### src/rtl/sim_mmio_console.sv
// Simulation MMIO peripheral: console FIFO, 64-bit cycle timer, status and end-of-sim request.
// Optional line buffering of the drain port is enabled by defining SIM_MMIO_LINE_FLUSH_EN.
module sim_mmio_console #(
  parameter int NUM_CHANNELS = 2,
  parameter int FIFO_DEPTH   = 16
) (
  input  logic        clk,
  input  logic        reset,
  input  logic        en_i,
  input  logic [15:0] addr_i,
  input  logic [3:0]  we_i,
  input  logic [31:0] data_i,
  output logic [31:0] data_o,
  output logic        out_valid_o,
  input  logic        out_ready_i,
  output logic [7:0]  out_data_o,
  output logic [1:0]  out_chan_o,
  output logic        end_o,
  output logic [7:0]  exit_code_o
);

  localparam int AW = (FIFO_DEPTH > 1) ? $clog2(FIFO_DEPTH) : 1;
  localparam int CW = AW + 1;

  // Word offsets (byte offset >> 2) of the register map.
  localparam logic [13:0] W_END        = 14'h0000;
  localparam logic [13:0] W_CHAR0      = 14'h0400;
  localparam logic [13:0] W_CHAR_ALIAS = 14'h1000;
  localparam logic [13:0] W_TIMER_LO   = 14'h1800;
  localparam logic [13:0] W_TIMER_HI   = 14'h1801;
  localparam logic [13:0] W_STATUS     = 14'h1C00;

  logic [13:0]   word;
  logic          wr_acc;
  logic          rd_acc;
  logic          char_hit;
  logic [1:0]    char_chan;

  logic [9:0]    mem [FIFO_DEPTH];
  logic [AW-1:0] wr_ptr;
  logic [AW-1:0] rd_ptr;
  logic [CW-1:0] count;
  logic          full;
  logic          empty;
  logic          push_req;
  logic          push;
  logic          pop;
  logic          ovf_set;
  logic          ovf_clr;
  logic          overflow;
  logic [63:0]   cycles;
  logic [31:0]   hi_shadow;
  logic [31:0]   status_word;
  logic          unused_bits;

  assign word   = addr_i[15:2];
  assign wr_acc = en_i && (we_i != 4'd0);
  assign rd_acc = en_i && (we_i == 4'd0);

  always_comb begin
    char_hit  = 1'b0;
    char_chan = 2'd0;
    if (word == W_CHAR_ALIAS) char_hit = 1'b1;
    for (int c = 0; c < NUM_CHANNELS; c++) begin
      if (word == W_CHAR0 + 14'(c)) begin
        char_hit  = 1'b1;
        char_chan = 2'(c);
      end
    end
  end

  // Drain handshake: an entry transfers on a rising clk edge where out_valid_o
  // and out_ready_i are both high; data/chan are stable while valid is held.
  assign empty    = (count == '0);
  assign full     = (count == CW'(FIFO_DEPTH));
  assign pop      = out_valid_o && out_ready_i;
  assign push_req = wr_acc && char_hit;
  assign push     = push_req && (!full || pop);
  assign ovf_set  = push_req && full && !pop;
  assign ovf_clr  = wr_acc && (word == W_STATUS) && data_i[16];

  assign out_data_o = empty ? 8'd0 : mem[rd_ptr][7:0];
  assign out_chan_o = empty ? 2'd0 : mem[rd_ptr][9:8];

  assign status_word = {14'd0, end_o, overflow, 16'(count)};
  assign unused_bits = ^{addr_i[1:0], data_i[31:17], data_i[15:8]};

`ifdef SIM_MMIO_LINE_FLUSH_EN
  logic [CW-1:0] nl_count;
  logic          push_nl;
  logic          pop_nl;

  assign push_nl = push && (data_i[7:0] == 8'h0A);
  assign pop_nl  = pop && (mem[rd_ptr][7:0] == 8'h0A);

  always_ff @(posedge clk) begin
    if (reset) begin
      nl_count <= '0;
    end else if (push_nl && !pop_nl) begin
      nl_count <= nl_count + CW'(1);
    end else if (pop_nl && !push_nl) begin
      nl_count <= nl_count - CW'(1);
    end
  end

  // Hold bytes back until a full line, a full FIFO or end of simulation.
  assign out_valid_o = !empty && ((nl_count != '0) || full || end_o);
`else
  assign out_valid_o = !empty;
`endif

  always_ff @(posedge clk) begin
    if (push) mem[wr_ptr] <= {char_chan, data_i[7:0]};
  end

  always_ff @(posedge clk) begin
    if (reset) begin
      wr_ptr <= '0;
      rd_ptr <= '0;
      count  <= '0;
    end else begin
      if (push) wr_ptr <= wr_ptr + AW'(1);
      if (pop)  rd_ptr <= rd_ptr + AW'(1);
      case ({push, pop})
        2'b10:   count <= count + CW'(1);
        2'b01:   count <= count - CW'(1);
        default: count <= count;
      endcase
    end
  end

  always_ff @(posedge clk) begin
    if (reset) begin
      data_o      <= '0;
      cycles      <= '0;
      hi_shadow   <= '0;
      overflow    <= 1'b0;
      end_o       <= 1'b0;
      exit_code_o <= '0;
    end else begin
      cycles <= cycles + 64'd1;
      data_o <= '0;
      if (rd_acc) begin
        case (word)
          W_TIMER_LO: begin
            data_o    <= cycles[31:0];
            hi_shadow <= cycles[63:32];
          end
          W_TIMER_HI: data_o <= hi_shadow;
          W_STATUS:   data_o <= status_word;
          default:    data_o <= '0;
        endcase
      end
      if (ovf_set) begin
        overflow <= 1'b1;
      end else if (ovf_clr) begin
        overflow <= 1'b0;
      end
      if (wr_acc && (word == W_END)) begin
        end_o       <= 1'b1;
        exit_code_o <= data_i[7:0];
      end
    end
  end

endmodule
### config.mk
export PLATFORM = sky130hd
export DESIGN_NAME = sim_mmio_console
export DESIGN_NICKNAME = d
export VERILOG_FILES = /design/src/rtl/sim_mmio_console.sv
export SDC_FILE = /design/constraint.sdc
export NUM_CORES = 1
export LEC_CHECK = 0
export ABC_CLOCK_PERIOD_IN_PS = 4800
export CAP_MARGIN = 20
export CORE_MARGIN = 2
export CORE_UTILIZATION = 25
export CTS_CLUSTER_DIAMETER = 150
export DETAILED_ROUTE_END_ITERATION = 8
export PLACE_DENSITY = 0.49
export SYNTH_ARGS = -nofsm -noshare
export SYNTH_HDL_FRONTEND = slang
export SYNTH_SLANG_ARGS = --single-unit
### constraint.sdc
create_clock -name clk -period 4.8 [get_ports clk]
set_input_delay 0.48 -clock clk [delete_from_list [all_inputs] [get_ports clk]]
set_output_delay 0.48 -clock clk [all_outputs]
set_load 0.01 [all_outputs]
==> results of run 1 <==
## final timing paths
kind                        end  slack (ns)  cells after the start
setup / recovery  out_data_o[0]        1.01                      5
setup reg to reg       count[4]        2.04                      9
hold reg to reg   hi_shadow[31]        0.45                      2
hold / removal        cycles[0]        0.37                      2
## cells by family (layout without fill, tap and decap cells)
| family | after synthesis | after routing | share of synthesized area |
|---|---|---|---|
| multiplexers | 58 | 58 | 0.0962 |
| flip-flops | 299 | 299 | 0.617 |
| XOR/XNOR | 62 | 62 | 0.0451 |
| buffers and inverters | 70 | 184 | 0.0251 |
| AND/OR/NAND/NOR | 372 | 372 | 0.155 |
| other | 1 | 1 | 0.000312 |
| AO/OA/AOI/OAI | 97 | 97 | 0.0497 |
| adder cells (fa/ha/maj) | 10 | 10 | 0.0110 |
## routing by layer
metal  share of wire  global-route usage  vias up
li1                -                   -     3688
met1            0.47               0.163     3764
met2            0.46               0.189      166
met3           0.046              0.0238       38
met4           0.015              0.0292        0
met5               0                   0        -
## area by class of cell
cell class | instances | area, sq um
Fill cell | 4811 | 33000
Sequential cell | 299 | 7430
Multi-Input combinational cell | 600 | 4320
Clock buffer | 55 | 1070
Timing Repair Buffer | 105 | 1000
Tap cell | 615 | 769
Inverter | 18 | 67.6
Clock inverter | 6 | 35.0
## report_power, final
part | total [mW] | switching (mW) | internal, mW
logic | 0.0827 | 0.0518 | 0.0310
clock network | 2.54 | 1.01 | 1.53
registers | 2.67 | 0.00417 | 2.67
total | 5.30 | 1.06 | 4.23
## flip-flops by register name (all words and copies together) (netlist names), named ones only
register     count
mem            144
cycles          64
data_o          32
hi_shadow       32
exit_code_o      8
count            5
rd_ptr           4
wr_ptr           4
end_o            1
overflow         1
## cells in the mapped netlist (16+ instances only)
cell / instances
sky130_fd_sc_hd__a21oi_1: 49
sky130_fd_sc_hd__nor2b_1: 16
sky130_fd_sc_hd__xnor2_1: 42
sky130_fd_sc_hd__xor2_1: 20
sky130_fd_sc_hd__inv_1: 18
sky130_fd_sc_hd__nor3_1: 22
sky130_fd_sc_hd__clkbuf_1: 34
sky130_fd_sc_hd__dfxtp_1: 155
sky130_fd_sc_hd__a22oi_1: 30
sky130_fd_sc_hd__nand2_1: 99
sky130_fd_sc_hd__edfxtp_1: 144
sky130_fd_sc_hd__nand3_1: 30
sky130_fd_sc_hd__mux4_2: 45
sky130_fd_sc_hd__nor2_1: 125
## worst register-to-register path: cells and delay by family (launching register included)
| kind | cells | cell delay [ns] |
|---|---|---|
| AOI/OAI and AO/OA | 2 | 0.39 |
| adders and majority gates | 1 | 0.44 |
| DFF | 1 | 0.37 |
| and+or+nand+nor | 5 | 1.12 |
| muxes | 1 | 0.33 |
==> qor.yml, run 1 <==
place:
  place_ws_ns: 1.17
  instance_area_after_placement_sq_um: 13600
  place_inst: 1637
  io_buffer_count: 81
  post-dp-hpwl_microns: 19000
  gp_congestion: 0.753
clocking:
  clock_sinks: 299
  numCtsBuffers: 35
  clkSlewWorstSetupHoldPaths_ns: 0.06
  cts_htree_levels: 2
  cts_tree: "yes"
  cts-root-to-sink-buffers: 3
  holdBufCountCts: 0
  clkLatencyLatePin_ns: 0.51
  clock_tree.root_cell: "sky130_fd_sc_hd__clkbuf_16"
  postCtsSetupBuffers: 0
  cts.repair.resized: 0
detailed_routing:
  drt-total-wl_microns: 29000
  remaining_drc_errors: 0
  drt-pass1-iter-count: 5
  wl_per_cell_microns: 17.1
  route.antenna.remaining_nets: 0
  detail_route.vias_per_cell: 4.51
  detailedRoute.firstIterationViolations: 615
  routed-via-count: 7656
timing:
  rsz0062_at_grt: "no"
  slew_viol_final: 0
  timing_hold_violations_final: 0
  timing.final.ws_setup_ns: 1.01
  max_slew.worst_pin.slew_ns: 1.02
  period_needed_ns: 3.79
  whs_ns: 0.370
  achievable-frequency_ghz: 0.264
  final.setup_skew_ns: 0.0175
  relSlewSlack: 0.323
  finalCritPeriodShare: 0.790
  setup-violations-final: 0
  timing.setup.tns_ns: 0
yosys:
  async_reset_ff_frac: 0
  yosys_warnings: 0
  synth_area_leaders: "sky130_fd_sc_hd__edfxtp_1, sky130_fd_sc_hd__dfxtp_1, sky130_fd_sc_hd__mux4_2, sky130_fd_sc_hd__nor2_1, sky130_fd_sc_hd__nand2_1"
  synth_cells: 969
  synth_enable_flop_cells: 144
  synth_largest_type_area_fraction: 0.360
  synthFlopType: "sky130_fd_sc_hd__dfxtp_1"
  synth_sequential_area_ratio: 0.617
  netlist.top_cell.by_area: "sky130_fd_sc_hd__edfxtp_1"
  synth_cell_types: 50
  ys_ff_latch: 299
  synth_nets: 1035
  netlist_area_sq_um: 12000
  syn_area_cell_sq_um: 12.4
power:
  p_leak_nw: 4.49
  post-layout-total-power_mw: 5.30
  pwr_density_cell_nw_per_um2: 360
  peak_vdd_ir_uv: 183
global_route:
  grt_max_degree: 96
  grt_overflow_total: 0
  grt_pass1_vias: 7598
  grt.total_usage: 0.118
  wire_length_of_the_first_global_routing_pass_microns: 45500
  number_of_antenna_violations_at_the_first_check_in_global_routing: 0
layout:
  most-common-layout-cells: "sky130_fd_sc_hd__dfxtp_1, sky130_fd_sc_hd__edfxtp_1, sky130_fd_sc_hd__nor2_1"
  flow.area_growth_from_synthesis_pct: 22.2
  final_design_area_no_fill_sq_um: 14700
  layout_commonest_cell: "sky130_fd_sc_hd__dfxtp_1"
  diodes_inserted: 0
  finalNetCount: 1125
  final_core_utilization: 0.308
  fraction_of_final_layout_cells_with_drive_strength_greater_than_1: 0.134
  finalNonFillerCells: 1698
critical_path:
  cp_data_arrival_time_ns: 3.31
  crit_path_max_incr_delay_ns: 0.70
  worst_path_most_repeated_cell: "sky130_fd_sc_hd__mux4_2"
  path_cells: "buf_12, mux4_2, mux4_2, nor2b_1, clkdlybuf4s50_1"
  biggest_fanout_along_the_worst_timing_path: 22
  cell_with_the_largest_stage_delay_on_the_worst_path: "sky130_fd_sc_hd__dfxtp_2"
  cp_top_family: "multiplexers"
  crit_path_launch_type: "flop"
  kind_of_critical_path: "flop to primary output"
  worstPathBufferInverterCount: 2
  worst_r2r_startpoint: "count[0]"
  worstSetupEndpointType: "primary output"
  worst_ep_required_time_ns: 4.32
run:
  cap_viol_max_count: 0
floorplan:
  initial_utilization: 0.252
  dieHeight_microns: 223
  io-pin-count: 108
  die-area_sq_um: 49900
  core-area_sq_um: 47600
  die-width_microns: 223
  std_cell_rows: 80
outcome:
  status: "complete, no violations"
min_path:
  hold_path_startpoint: "reset"
  min_path_type: "primary input to flop"
(Power assumes the default switching activity.)
==> inputs of run 2 (changes only) <==
--- a/config.mk
+++ b/config.mk
@@ -5,13 +5,13 @@
 export SDC_FILE = /design/constraint.sdc
 export NUM_CORES = 1
 export LEC_CHECK = 0
-export ABC_CLOCK_PERIOD_IN_PS = 4800
+export ABC_CLOCK_PERIOD_IN_PS = 3400
 export CAP_MARGIN = 20
 export CORE_MARGIN = 2
 export CORE_UTILIZATION = 25
 export CTS_CLUSTER_DIAMETER = 150
 export DETAILED_ROUTE_END_ITERATION = 8
-export PLACE_DENSITY = 0.49
+export PLACE_DENSITY = 0.51
 export SYNTH_ARGS = -nofsm -noshare
 export SYNTH_HDL_FRONTEND = slang
 export SYNTH_SLANG_ARGS = --single-unit
==> constraint.sdc (replaced) <==
create_clock -name clk -period 3.4 [get_ports clk]
set_input_delay 0.34 -clock clk [delete_from_list [all_inputs] [get_ports clk]]
set_output_delay 0.34 -clock clk [all_outputs]
set_load 0.01 [all_outputs]
==> run 2 against run 1 <==
Largest cell class unchanged. Clock power up 46%. Global-route usage is 0.067 points lower. Largest power group unchanged. Critical endpoint is now out_data_o[4]. Routed wire length down 0.11%. Register-to-register slack worse by 1.4 ns. Sequential power is 42% higher. Via count grew 1.1%. Non-clock buffer count up 16. Combinational power up 46%. Sequential cell count unchanged.
==> qor.yml, run 2 (synthesis results as in run 1) <==
outcome:
  status: "complete, no violations"
layout:
  fraction_of_final_layout_cells_with_drive_strength_greater_than_1: 0.143
  most-common-layout-cells: "sky130_fd_sc_hd__dfxtp_1, sky130_fd_sc_hd__edfxtp_1, sky130_fd_sc_hd__nor2_1"
  finalNetCount: 1141
  registers_with_the_most_flip_flops: "mem x144, cycles x64"
  diodes_inserted: 0
  finalNonFillerCells: 1715
  layout_commonest_cell: "sky130_fd_sc_hd__dfxtp_1"
  final_design_area_no_fill_sq_um: 14900
  registers.top_by_ff_count: "mem"
  flow.area_growth_from_synthesis_pct: 23.5
  largest_register_ff_count: 144
timing:
  achievable-frequency_ghz: 0.306
  timing.setup.tns_ns: 0
  finalCritPeriodShare: 0.962
  slew_viol_final: 0
  setup-violations-final: 0
  timing_hold_violations_final: 0
  period_needed_ns: 3.27
  whs_ns: 0.453
  rsz0062_at_grt: "no"
  relSlewSlack: 0.511
  final.setup_skew_ns: 0.0101
  max_slew.worst_pin.slew_ns: 0.734
  timing.final.ws_setup_ns: 0.129
clocking:
  postCtsSetupBuffers: 0
  cts.repair.resized: 0
  clock_sinks: 299
  clkLatencyLatePin_ns: 0.51
  holdBufCountCts: 0
  clock_tree.root_cell: "sky130_fd_sc_hd__clkbuf_16"
  clkSlewWorstSetupHoldPaths_ns: 0.06
  cts_tree: "yes"
  cts-root-to-sink-buffers: 3
  numCtsBuffers: 35
  cts_htree_levels: 2
power:
  power.share.switching: 0.200
  p_seq_frac: 0.496
  peak_vdd_ir_uv: 287
  pwr_density_cell_nw_per_um2: 513
  net-switching-power_mw: 1.52
  power_frac_comb: 0.016
  internal_power_mw: 6.10
  p_leak_nw: 4.59
  clock_power_share: 0.488
place:
  instance_area_after_placement_sq_um: 13700
  gp_congestion: 0.737
  post-dp-hpwl_microns: 18600
  place_ws_ns: 0.228
  place_inst: 1653
  io_buffer_count: 81
global_route:
  grt_max_degree: 68
  grt_overflow_total: 0
  number_of_antenna_violations_at_the_first_check_in_global_routing: 0
  grt.total_usage: 0.117
  wire_length_of_the_first_global_routing_pass_microns: 45400
  grt_pass1_vias: 7759
critical_path:
  biggest_fanout_along_the_worst_timing_path: 36
  path_cells: "buf_12, mux4_2, mux4_2, nor2b_1, clkdlybuf4s50_1"
  timing.reg2reg.setup_slack_ns: 0.63
  reg2regPathDepth: 9
  crit_path_max_incr_delay_ns: 0.60
  worst_ep_required_time_ns: 3.06
  cell_with_the_largest_stage_delay_on_the_worst_path: "sky130_fd_sc_hd__mux4_2"
  worst_path_most_repeated_cell: "sky130_fd_sc_hd__mux4_2"
  cp_data_arrival_time_ns: 2.93
  kind_of_critical_path: "flop to primary output"
  crit_path_launch_type: "flop"
  worstSetupEndpointType: "primary output"
detailed_routing:
  drt-total-wl_microns: 29000
  drt-pass1-iter-count: 5
  remaining_drc_errors: 0
  detailedRoute.firstIterationViolations: 475
  route.antenna.remaining_nets: 0
  wl_per_cell_microns: 16.9
  routed-via-count: 7744
  detail_route.vias_per_cell: 4.52
floorplan:
  initial_utilization: 0.252
  dieHeight_microns: 223
  core-area_sq_um: 47600
  std_cell_rows: 80
  die-width_microns: 223
  io-pin-count: 108
  die-area_sq_um: 49900
min_path:
  min_path_cells: 2
  min_path_type: "flop to flop"
run:
  cap_viol_max_count: 0
## run 2: changes by cell type in the layout (fill, tap and decap cells not counted), sizes merged
cell and change:
clkinvlp -1, buf +16, clkbuf -5, clkinv +4, bufinv +3
## run 2: layout make-up
class,count,area (sq um)
fillers,4839,32800
well taps,615,769
multi-input cells,600,4320
clock buffers,50,1000
clock inverters,12,133
repair buffers,121,1130
inverters,18,67.6
flip-flops and latches,299,7430
## run 2: stage by stage
stage / power, mW / util
4_1_cts: 7.71 / 0.312
2_1_floorplan: 3.89 / -
3_5_place_dp: 3.97 / 0.288
5_1_grt: 7.87 / 0.312
6_report: 7.62 / 0.312
3_3_place_gp: 3.97 / 0.288
## run 2: worst paths after layout
path	from	end
max reg2reg	count[0]	count[4]
min	hi_shadow[31]	hi_shadow[31]
min reg2reg	hi_shadow[31]	hi_shadow[31]
max	flop	out_data_o[4]
## run 2: power groups by stage
stage          clock [mW]  sequential [mW]  combinational [mW]
3_5_place_dp            0             3.85               0.122
2_1_floorplan           0             3.85              0.0419
4_1_cts              3.81             3.77               0.124
3_3_place_gp            0             3.85               0.121
6_report             3.72             3.78               0.121
5_1_grt              3.96             3.77               0.132
## run 2: critical path, delay by kind of cell (launching register included)
kind                   cells  cell delay, ns
AND/OR/NAND/NOR            1            0.16
buffers and inverters      2            0.77
multiplexers               2            1.14
flip-flops                 1            0.34
## run 2: metal layers
layer | part of all wire | track usage | vias up
met4 | 0.016 | 0.0269 | 0
met5 | 0 | 0 | -
met2 | 0.47 | 0.193 | 192
met3 | 0.054 | 0.0233 | 38
li1 | - | - | 3719
met1 | 0.46 | 0.159 | 3795
